===== src/rtl/pipeline_pkg.sv =====
// Shared pipeline definitions for the data-memory controller.
// Holds state encoding, word geometry and default sizing.
package pipeline_pkg;

    typedef enum logic {
        IDLE = 1'b0,
        BUSY = 1'b1
    } state_e;

    localparam int WORD_BYTES          = 4;
    localparam int DEFAULT_DEPTH_WORDS = 64;
    localparam int DEFAULT_LATENCY     = 2;

endpackage


===== src/rtl/dmem_if.sv =====
// MEM-stage data-memory bus between the EX/MEM register and the controller.
// The pipeline side is master, the controller is slave.
interface dmem_if;

    logic        MEM_MemRead;
    logic        MEM_MemWrite;
    logic [31:0] MEM_Address;
    logic [31:0] MEM_WriteData;
    logic [31:0] MEM_ReadData;
    logic        Stall;
    logic        MisalignErr;

    modport master (
        output MEM_MemRead,
        output MEM_MemWrite,
        output MEM_Address,
        output MEM_WriteData,
        input  MEM_ReadData,
        input  Stall,
        input  MisalignErr
    );

    modport slave (
        input  MEM_MemRead,
        input  MEM_MemWrite,
        input  MEM_Address,
        input  MEM_WriteData,
        output MEM_ReadData,
        output Stall,
        output MisalignErr
    );

endinterface


===== src/rtl/dmem_array.sv =====
// Word storage: one combinational read port, one synchronous write port.
// Contents start at zero and are never touched by reset.
module dmem_array
    import pipeline_pkg::*;
#(
    parameter int DEPTH_WORDS = DEFAULT_DEPTH_WORDS
) (
    input  logic                           clk,
    input  logic                           we_i,
    input  logic [$clog2(DEPTH_WORDS)-1:0] addr_i,
    input  logic [31:0]                    wdata_i,
    output logic [31:0]                    rdata_o
);

    logic [31:0] mem_q [DEPTH_WORDS] = '{default: '0};

    always_ff @(posedge clk) begin
        if (we_i) begin
            mem_q[addr_i] <= wdata_i;
        end
    end

    assign rdata_o = mem_q[addr_i];

endmodule


===== src/rtl/dmem_ctrl.sv =====
// Multi-cycle data-memory controller for the MEM stage.
// Stalls the pipeline for LATENCY-1 cycles per aligned access.
module dmem_ctrl
    import pipeline_pkg::*;
#(
    parameter int DEPTH_WORDS = DEFAULT_DEPTH_WORDS,
    parameter int LATENCY     = DEFAULT_LATENCY
) (
    input  logic  clk,
    input  logic  reset,
    dmem_if.slave bus
);

    localparam int OFF_W = $clog2(WORD_BYTES);
    localparam int IDX_W = $clog2(DEPTH_WORDS);
    localparam int CNT_W = (LATENCY > 1) ? $clog2(LATENCY) : 1;
    localparam int LOAD  = (LATENCY > 1) ? LATENCY - 2 : 0;
    localparam logic [CNT_W-1:0] CNT_LOAD = CNT_W'(LOAD);

    state_e           state_q, state_d;
    logic [CNT_W-1:0] cnt_q, cnt_d;

    logic             req;
    logic             aligned;
    logic             done;
    logic             stall;
    logic             misalign;
    logic             we;
    logic             rd_only;
    logic [IDX_W-1:0] idx;
    logic [31:0]      rdata;
    logic             unused_addr;

    assign req     = bus.MEM_MemRead | bus.MEM_MemWrite;
    assign rd_only = bus.MEM_MemRead & ~bus.MEM_MemWrite;
    assign aligned = (bus.MEM_Address[OFF_W-1:0] == '0);
    assign idx     = bus.MEM_Address[IDX_W+OFF_W-1:OFF_W];

    // High address bits wrap away by design.
    assign unused_addr = ^bus.MEM_Address[31:IDX_W+OFF_W];

    always_ff @(posedge clk or posedge reset) begin
        if (reset) begin
            state_q <= IDLE;
            cnt_q   <= '0;
        end else begin
            state_q <= state_d;
            cnt_q   <= cnt_d;
        end
    end

    always_comb begin
        state_d  = state_q;
        cnt_d    = cnt_q;
        done     = 1'b0;
        stall    = 1'b0;
        misalign = 1'b0;
        unique case (state_q)
            IDLE: begin
                if (req) begin
                    if (!aligned) begin
                        misalign = 1'b1;
                    end else if (LATENCY == 1) begin
                        done = 1'b1;
                    end else begin
                        stall   = 1'b1;
                        state_d = BUSY;
                        cnt_d   = CNT_LOAD;
                    end
                end
            end
            BUSY: begin
                if (cnt_q == '0) begin
                    done    = 1'b1;
                    state_d = IDLE;
                end else begin
                    stall = 1'b1;
                    cnt_d = cnt_q - 1'b1;
                end
            end
            default: state_d = IDLE;
        endcase
    end

    // Reset gates every output so an in-flight access dies instantly.
    assign we              = done & bus.MEM_MemWrite & ~reset;
    assign bus.Stall       = stall & ~reset;
    assign bus.MisalignErr = misalign & ~reset;
    assign bus.MEM_ReadData =
        (done & rd_only & ~reset) ? rdata : '0;

    dmem_array #(
        .DEPTH_WORDS (DEPTH_WORDS)
    ) u_array (
        .clk     (clk),
        .we_i    (we),
        .addr_i  (idx),
        .wdata_i (bus.MEM_WriteData),
        .rdata_o (rdata)
    );

endmodule

===== src/flat_wrapper.sv =====
// flat-port wrapper written by rule: the top's interface ports become plain ports
module dmem_ctrl_flat import pipeline_pkg::*;
#(
    parameter int DEPTH_WORDS = DEFAULT_DEPTH_WORDS,
    parameter int LATENCY     = DEFAULT_LATENCY
)
  (clk, reset, bus_MEM_MemRead, bus_MEM_MemWrite, bus_MEM_Address, bus_MEM_WriteData, bus_MEM_ReadData, bus_Stall, bus_MisalignErr);
  dmem_if bus_i ();
  input  logic clk;
  input  logic reset;
  input wire logic [$bits(bus_i.MEM_MemRead)-1:0] bus_MEM_MemRead;
  input wire logic [$bits(bus_i.MEM_MemWrite)-1:0] bus_MEM_MemWrite;
  input wire logic [$bits(bus_i.MEM_Address)-1:0] bus_MEM_Address;
  input wire logic [$bits(bus_i.MEM_WriteData)-1:0] bus_MEM_WriteData;
  output wire logic [$bits(bus_i.MEM_ReadData)-1:0] bus_MEM_ReadData;
  output wire logic [$bits(bus_i.Stall)-1:0] bus_Stall;
  output wire logic [$bits(bus_i.MisalignErr)-1:0] bus_MisalignErr;
  assign bus_i.MEM_MemRead = bus_MEM_MemRead;
  assign bus_i.MEM_MemWrite = bus_MEM_MemWrite;
  assign bus_i.MEM_Address = bus_MEM_Address;
  assign bus_i.MEM_WriteData = bus_MEM_WriteData;
  assign bus_MEM_ReadData = bus_i.MEM_ReadData;
  assign bus_Stall = bus_i.Stall;
  assign bus_MisalignErr = bus_i.MisalignErr;
  dmem_ctrl #(.DEPTH_WORDS(DEPTH_WORDS), .LATENCY(LATENCY)) u_core (.clk(clk), .reset(reset), .bus(bus_i));
endmodule

===== config.mk =====
export PLATFORM = sky130hd
export DESIGN_NAME = dmem_ctrl_flat
export DESIGN_NICKNAME = d
export VERILOG_FILES = /design/src/rtl/pipeline_pkg.sv /design/src/rtl/dmem_if.sv /design/src/rtl/dmem_array.sv /design/src/rtl/dmem_ctrl.sv /design/src/flat_wrapper.sv
export SDC_FILE = /design/constraint.sdc
export NUM_CORES = 2
export LEC_CHECK = 0
export ABC_AREA = 0
export CORE_MARGIN = 10
export CORE_UTILIZATION = 56
export DETAILED_ROUTE_END_ITERATION = 12
export GPL_TIMING_DRIVEN = 0
export HOLD_SLACK_MARGIN = 0.08
export PLACE_DENSITY_LB_ADDON = 0.15
export SLEW_MARGIN = 20
export SYNTH_ARGS = -nofsm -noshare
export SYNTH_HDL_FRONTEND = slang
export SYNTH_SLANG_ARGS = --single-unit

===== constraint.sdc =====
create_clock -name clk -period 3.5 [get_ports clk]
set_clock_uncertainty 0.05 [all_clocks]
set_input_delay 1.05 -clock clk [delete_from_list [all_inputs] [get_ports clk]]
set_output_delay 1.05 -clock clk [all_outputs]
set_load 0.01 [all_outputs]

== Word-level counts from Yosys, hierarchy flattened ==
Memory sizes are Yosys's and may differ from the RTL's.
Index checks and enable logic that the tools add are counted.

* Register bits after elaboration: 2
* Bits in latches: 0
* Logic and storage cells: 35
* Bits in writable memories: 2048
* Memories kept: 1
* Bits in read-only memories: 0
* Input port bits: 68

{| class="wikitable"
|+ Memories
! name !! depth !! width !! rd ports !! clocked after Yosys merged registers in !! wr ports !! line !! RTL
|-
| u_core.u_array.mem_q || 64 || 32 || 1 || 0 || 1 || dmem_array.sv:15 || <nowiki>logic [31:0] mem_q [DEPTH_WORDS] = '{default: '0};</nowiki>
|}

* Shift operators: 0
* Add/subtract/negate cells: 1
* Multipliers: 0
* Equality and inequality tests: 2
* Order comparisons: 0
* Bitwise operators: 11
* Reductions and logical operators: 2
* Divide/modulo/power cells: 0
* Multiplexer cells: 16

{| class="wikitable"
|+ Operators by type and width
! cell !! count
|-
| two-way mux 32 bit || 1
|-
| two-way mux 1 bit || 13
|-
| AND 1 bit || 7
|-
| != test 2 x 1 -> 1 bit (second input constant) || 2
|-
| one-hot mux 1 bit (2 select lines) || 2
|-
| NOT 1 bit || 3
|-
| logical NOT 2 bit || 1
|-
| AND reduction 2 bit || 1
|-
| OR 1 bit || 1
|-
| subtractor 1 bit (second input constant) || 1
|}

== Depth between registers and ports, before layout ==
* Depth after elaboration: 6
* Depth in mapped cells: 11

== Hierarchy ==
From an unflattened synthesis, not the netlist that was laid out.

* Cells, all modules: 4251
* Area total of the unflattened synthesis: 78611.6 um^2

{| class="wikitable"
|+ By module, submodules not included
! module !! cells each !! area an instance (um^2) !! times used
|-
| dmem_array || 4207 || 78287.6 || 1
|-
| dmem_ctrl || 44 || 324.1 || 1
|}

== Worst setup path after synthesis ==
OpenSTA, ideal clock, no wires.

* Path kind: input port to flip-flop
* Start point: input port bus_MEM_Address[4]
* End point: memory u_core.u_array.mem_q[0][0] (enable)
* Slack: -0.624 ns
* Required time: 3.029 ns
* Stages: 9
* Arrival time: 3.652 ns
* Cell sequence: buf_6 > buf_6 > buf_6 > buf_4 > buf_2 > buf_2 > nor2_1 > nand2_1 > nor2_1

{| class="wikitable"
|+ RTL lines
! element !! line !! RTL
|-
| start: declaration || flat_wrapper.sv:13 || <nowiki>input wire logic [$bits(bus_i.MEM_Address)-1:0] bus_MEM_Address;</nowiki>
|-
| end: declaration || dmem_array.sv:15 ||
|}

No word-level cell before the write port.

== Worst setup path after layout ==
* Start point: input port bus_MEM_Address[7]
* End point: output port bus_MEM_ReadData[15]

* Longest elaborated chain between the ends: 2

{| class="wikitable"
|+ Ends and longest elaborated chain
! element !! line !! RTL
|-
| memory read (64 x 32 bit) || - ||
|-
| two-way mux 32 bit || dmem_ctrl.sv:90 || <nowiki>(done & rd_only & ~reset) ? rdata : '0;</nowiki>
|-
| end: declaration || flat_wrapper.sv:15 || <nowiki>output wire logic [$bits(bus_i.MEM_ReadData)-1:0] bus_MEM_ReadData;</nowiki>
|}

Every way passes these cells.

==> flow_results.xml <==
<?xml version="1.0" encoding="UTF-8"?>
<metrics>
  <group name="status">
    <metric name="run_status" unit="">complete, but fails checks</metric>
    <metric name="violations_in_the_final_reports" unit="">negative setup slack</metric>
  </group>
  <group name="final_layout">
    <metric name="num-nets-final" unit="">4876</metric>
    <metric name="synthToLayoutAreaGrowth" unit="%">23.63</metric>
    <metric name="final_layout_size_suffix_gt1_frac" unit="">0.3037</metric>
    <metric name="design_area" unit="mm2">0.09631</metric>
    <metric name="filler_cell_count" unit="">8373</metric>
    <metric name="layout.cells.most_common" unit="">edfxtp_1</metric>
    <metric name="final_cell_mix" unit="">2048 x edfxtp_1, 296 x a22oi_1, 259 x a221oi_1</metric>
  </group>
  <group name="pwr">
    <metric name="power.density_cell_area" unit="mW/mm2">537.4</metric>
    <metric name="p_sw_frac" unit="">0.2229</metric>
    <metric name="internal_power" unit="W">0.04022</metric>
    <metric name="p_comb_frac" unit="">0.070</metric>
    <metric name="irDropWorstVdd" unit="V">0.0005938</metric>
    <metric name="fin_total_pwr" unit="W">0.05176</metric>
    <metric name="power.switching" unit="W">0.01154</metric>
    <metric name="leakage" unit="nW">30.42</metric>
    <metric name="power.share.sequential" unit="">0.522</metric>
    <metric name="pwr-share-clk" unit="">0.408</metric>
  </group>
  <group name="clocking">
    <metric name="h-tree-depth" unit="">4</metric>
    <metric name="root_buffer" unit="">clkbuf_16</metric>
    <metric name="clk_pin_slew" unit="ns">0.06</metric>
    <metric name="insertion_delay" unit="ns">0.82</metric>
    <metric name="clockBufferDepth" unit="">3</metric>
    <metric name="tritoncts" unit="">done</metric>
    <metric name="tritoncts_num_sinks" unit="">2049</metric>
    <metric name="hold_fix_buffers_at_cts" unit="">0</metric>
    <metric name="numCtsBuffers" unit="">197</metric>
  </group>
  <group name="drt">
    <metric name="avgRoutedWirePerCell" unit="um">38.11</metric>
    <metric name="drt_wl_total" unit="um">258000</metric>
    <metric name="drt-pass1-iter-count" unit="">6</metric>
    <metric name="detailroute.via_count" unit="">49300</metric>
    <metric name="route.detailed.drc" unit="">0</metric>
    <metric name="vias_per_cell" unit="">7.281</metric>
    <metric name="ant_nets" unit="">0</metric>
    <metric name="dr.first_iter.drc_count" unit="">9027</metric>
  </group>
  <group name="setup_path">
    <metric name="critical_path_class" unit="">primary input to primary output</metric>
    <metric name="r2r-end" unit="">u_core.u_array.mem_q[12][9]</metric>
    <metric name="critical_path_required" unit="ns">2.40</metric>
    <metric name="worstPathCellList" unit="">buf_4, buf_8, nor3b_4, buf_4, nand2_4, clkbuf_8, o22ai_1, nor3_2, o211ai_1, o21ba_2, buf_6</metric>
    <metric name="worst-path-max-fanout" unit="">10</metric>
    <metric name="most_common_cell_on_crit_path" unit="">buf_4</metric>
    <metric name="cp_data_arrival_time" unit="ns">3.49</metric>
    <metric name="endpoint_kind" unit="">primary output</metric>
    <metric name="cp_capture_point" unit="">bus_MEM_ReadData[15]</metric>
    <metric name="crit_path_start_kind" unit="">primary input</metric>
    <metric name="critical-path-max-stage-delay" unit="ns">0.37</metric>
    <metric name="worst_r2r_path_depth" unit="">6</metric>
    <metric name="worst_path_max_delay_cell" unit="">o211ai_1</metric>
    <metric name="reg2reg_from" unit="">u_core.state_q</metric>
    <metric name="worstSetupStartpoint" unit="">bus_MEM_Address[7]</metric>
    <metric name="setup.reg_to_reg.worst_slack" unit="ns">0.49</metric>
  </group>
  <group name="floorplanning">
    <metric name="floorplan.initialDensity" unit="">0.5652</metric>
    <metric name="die-width" unit="um">393.0</metric>
    <metric name="dieArea" unit="mm2">0.1544</metric>
    <metric name="io_pins" unit="">102</metric>
    <metric name="core.rowCount" unit="">136</metric>
    <metric name="fp.dieH" unit="um">393.0</metric>
    <metric name="coreArea" unit="mm2">0.1378</metric>
  </group>
  <group name="synthesis">
    <metric name="synth_enable_flop_cells" unit="">2048</metric>
    <metric name="asyncSetResetFlopFracSynth" unit="">0.0004880</metric>
    <metric name="yosys_warnings" unit="">0</metric>
    <metric name="synthCells" unit="">4358</metric>
    <metric name="ys_dominant_reg_cell" unit="">edfxtp_1</metric>
    <metric name="yosys.cell_types.count" unit="">60</metric>
    <metric name="synth_seq_cells" unit="">2049</metric>
    <metric name="syn-cell-area" unit="mm2">0.07790</metric>
    <metric name="post_synthesis_mean_instance_area" unit="um2">17.88</metric>
    <metric name="synth_fp_nets" unit="">4426</metric>
    <metric name="sequential_area_share_after_synthesis" unit="">0.7897</metric>
  </group>
  <group name="timing">
    <metric name="hold-worst-slack" unit="ns">0.4107</metric>
    <metric name="worst-slew-pin-transition" unit="ns">0.8550</metric>
    <metric name="slew_violations" unit="">0</metric>
    <metric name="timing.setup.tns" unit="ns">-33.34</metric>
    <metric name="post_layout_minimum_cycle_time" unit="ns">4.586</metric>
    <metric name="max-slew-margin-rel" unit="">0.4300</metric>
    <metric name="setup_ws" unit="ns">-1.086</metric>
    <metric name="fraction_of_the_cycle_the_final_worst_path_needs" unit="">1.310</metric>
    <metric name="setup_violations" unit="">159</metric>
    <metric name="grt_setup_unrepaired" unit="">yes</metric>
    <metric name="hold_violations" unit="">0</metric>
    <metric name="timing.fmax" unit="MHz">218.1</metric>
  </group>
  <group name="grt">
    <metric name="global_route.usage.total" unit="">0.3254</metric>
    <metric name="grt_first_pass_wirelength" unit="um">354100</metric>
    <metric name="grt_max_degree" unit="">65</metric>
    <metric name="grt_overflow" unit="">0</metric>
    <metric name="grt_antenna_before_repair" unit="">12</metric>
    <metric name="grt_pass1_vias" unit="">46770</metric>
  </group>
  <group name="placed_design">
    <metric name="hpwlAfterDp" unit="um">164100</metric>
    <metric name="detailed_place.area" unit="mm2">0.08372</metric>
    <metric name="numPortBuffers" unit="">75</metric>
    <metric name="final_gp_congestion" unit="">0.9163</metric>
  </group>
  <group name="hold_path">
    <metric name="hold_class" unit="">primary input to register</metric>
  </group>
  <group name="flow_run">
    <metric name="timing.max_cap.violations" unit="">0</metric>
  </group>
</metrics>
kinds of logic after synthesis:
family | count (synthesis) | synth area share
AOI/OAI and AO/OA | 1301 | 0.1244
muxes | 210 | 0.03347
buffers and inverters | 349 | 0.02354
and+or+nand+nor | 449 | 0.02889
DFF | 2049 | 0.7897
Yosys cell counts (14+ instances only):
cell type / count / share of area
a22oi_1: 361 / 0.035
clkbuf_1: 126 / 0.0061
a32oi_1: 28 / 0.0031
buf_6: 26 / 0.0038
nor3_1: 110 / 0.0071
buf_2: 146 / 0.0094
a41oi_1: 14 / 0.0016
mux2_2: 44 / 0.0064
a31oi_1: 29 / 0.0023
o22ai_1: 134 / 0.011
and2_1: 29 / 0.0023
nor4_1: 19 / 0.0015
a211oi_1: 28 / 0.0027
mux4_2: 36 / 0.010
and4_1: 14 / 0.0016
edfxtp_1: 2048 / 0.79
mux2i_1: 130 / 0.017
o21ai_0: 85 / 0.0055
o22a_1: 28 / 0.0031
a21oi_1: 127 / 0.0082
nand2_1: 41 / 0.0020
o31a_1: 14 / 0.0016
nor2_1: 153 / 0.0074
buf_4: 34 / 0.0033
a221oi_1: 390 / 0.044
and3_1: 15 / 0.0012
o211ai_1: 28 / 0.0027
nand3_1: 23 / 0.0015
worst max-delay path: cells and delay by family:
kind | cells | cell delay [ns]
compound gates | 3 | 0.83
buf+inv | 5 | 1.00
simple gates | 3 | 0.59
registers in the layout, summed over array words and instances, names as in the netlist:
register,count
u_core.state_q,1
u_core.u_array.mem_q,2048
final cells by class:
type | instances | area (um2) | share of cell area
flip-flops and latches | 2049 | 61520 | 0.6388
multi-input cells | 1960 | 18390 | 0.1909
clock buffers | 238 | 5211 | 0.05411
repair buffers | 257 | 4208 | 0.04369
plain buffers | 340 | 3598 | 0.03736
well taps | 1794 | 2245 | 0.02331
clock inverters | 125 | 1111 | 0.01154
inverters | 3 | 18.77 | 0.0001949
diodes | 5 | 12.51 | 0.0001299
how the worst min path moves through the flow:
stage,startpoint,endpoint,depth (start not counted)
finish,bus_MEM_WriteData[18],u_core.u_array.mem_q[57][18],1
global route,bus_MEM_WriteData[18],u_core.u_array.mem_q[57][18],1
CTS,bus_MEM_WriteData[18],u_core.u_array.mem_q[57][18],1
detailed placement,u_core.state_q,u_core.state_q,2
global placement,u_core.state_q,u_core.state_q,2
floorplan,u_core.state_q,u_core.state_q,2
through the flow:
| stage | cells | util | worst slack (ns) |
|---|---|---|---|
| 6_report | 6771 | 0.6988 | -1.086 |
| 2_1_floorplan | 4358 | - | -0.4022 |
| 3_5_place_dp | 6326 | 0.6074 | -3.283 |
| 4_1_cts | 6722 | 0.6849 | -0.9757 |
| 3_3_place_gp | 6227 | 0.5883 | -3.977 |
| 5_1_grt | 6766 | 0.6987 | -1.043 |
power by group through the flow:
stage | Combinational [W] | Sequential (W) | Clock [W]
6_report | 0.00364 | 0.0270 | 0.0211
5_1_grt | 0.00371 | 0.0270 | 0.0221
4_1_cts | 0.00328 | 0.0270 | 0.0211
3_5_place_dp | 0.00274 | 0.0275 | 0
3_3_place_gp | 0.00262 | 0.0276 | 0
2_1_floorplan | 0.00125 | 0.0275 | 0
routing by layer:
layer | track usage | routed length [um] | vias to the layer above
met1 | 0.4453 | 93180 | 24970
met3 | 0.08873 | 34390 | 857
li1 | - | - | 19380
met5 | 0.002820 | 103 | -
met4 | 0.1757 | 17610 | 8
met2 | 0.4766 | 112800 | 4086
timing repair:
action	in CTS	in global routing
gates cloned	6	4
gates resized for setup	1126	340
pin swaps	162	150
setup buffers	30	42
endpoints found under the setup margin	2038	142
Note: power is estimated with default switching activity, not from simulation.
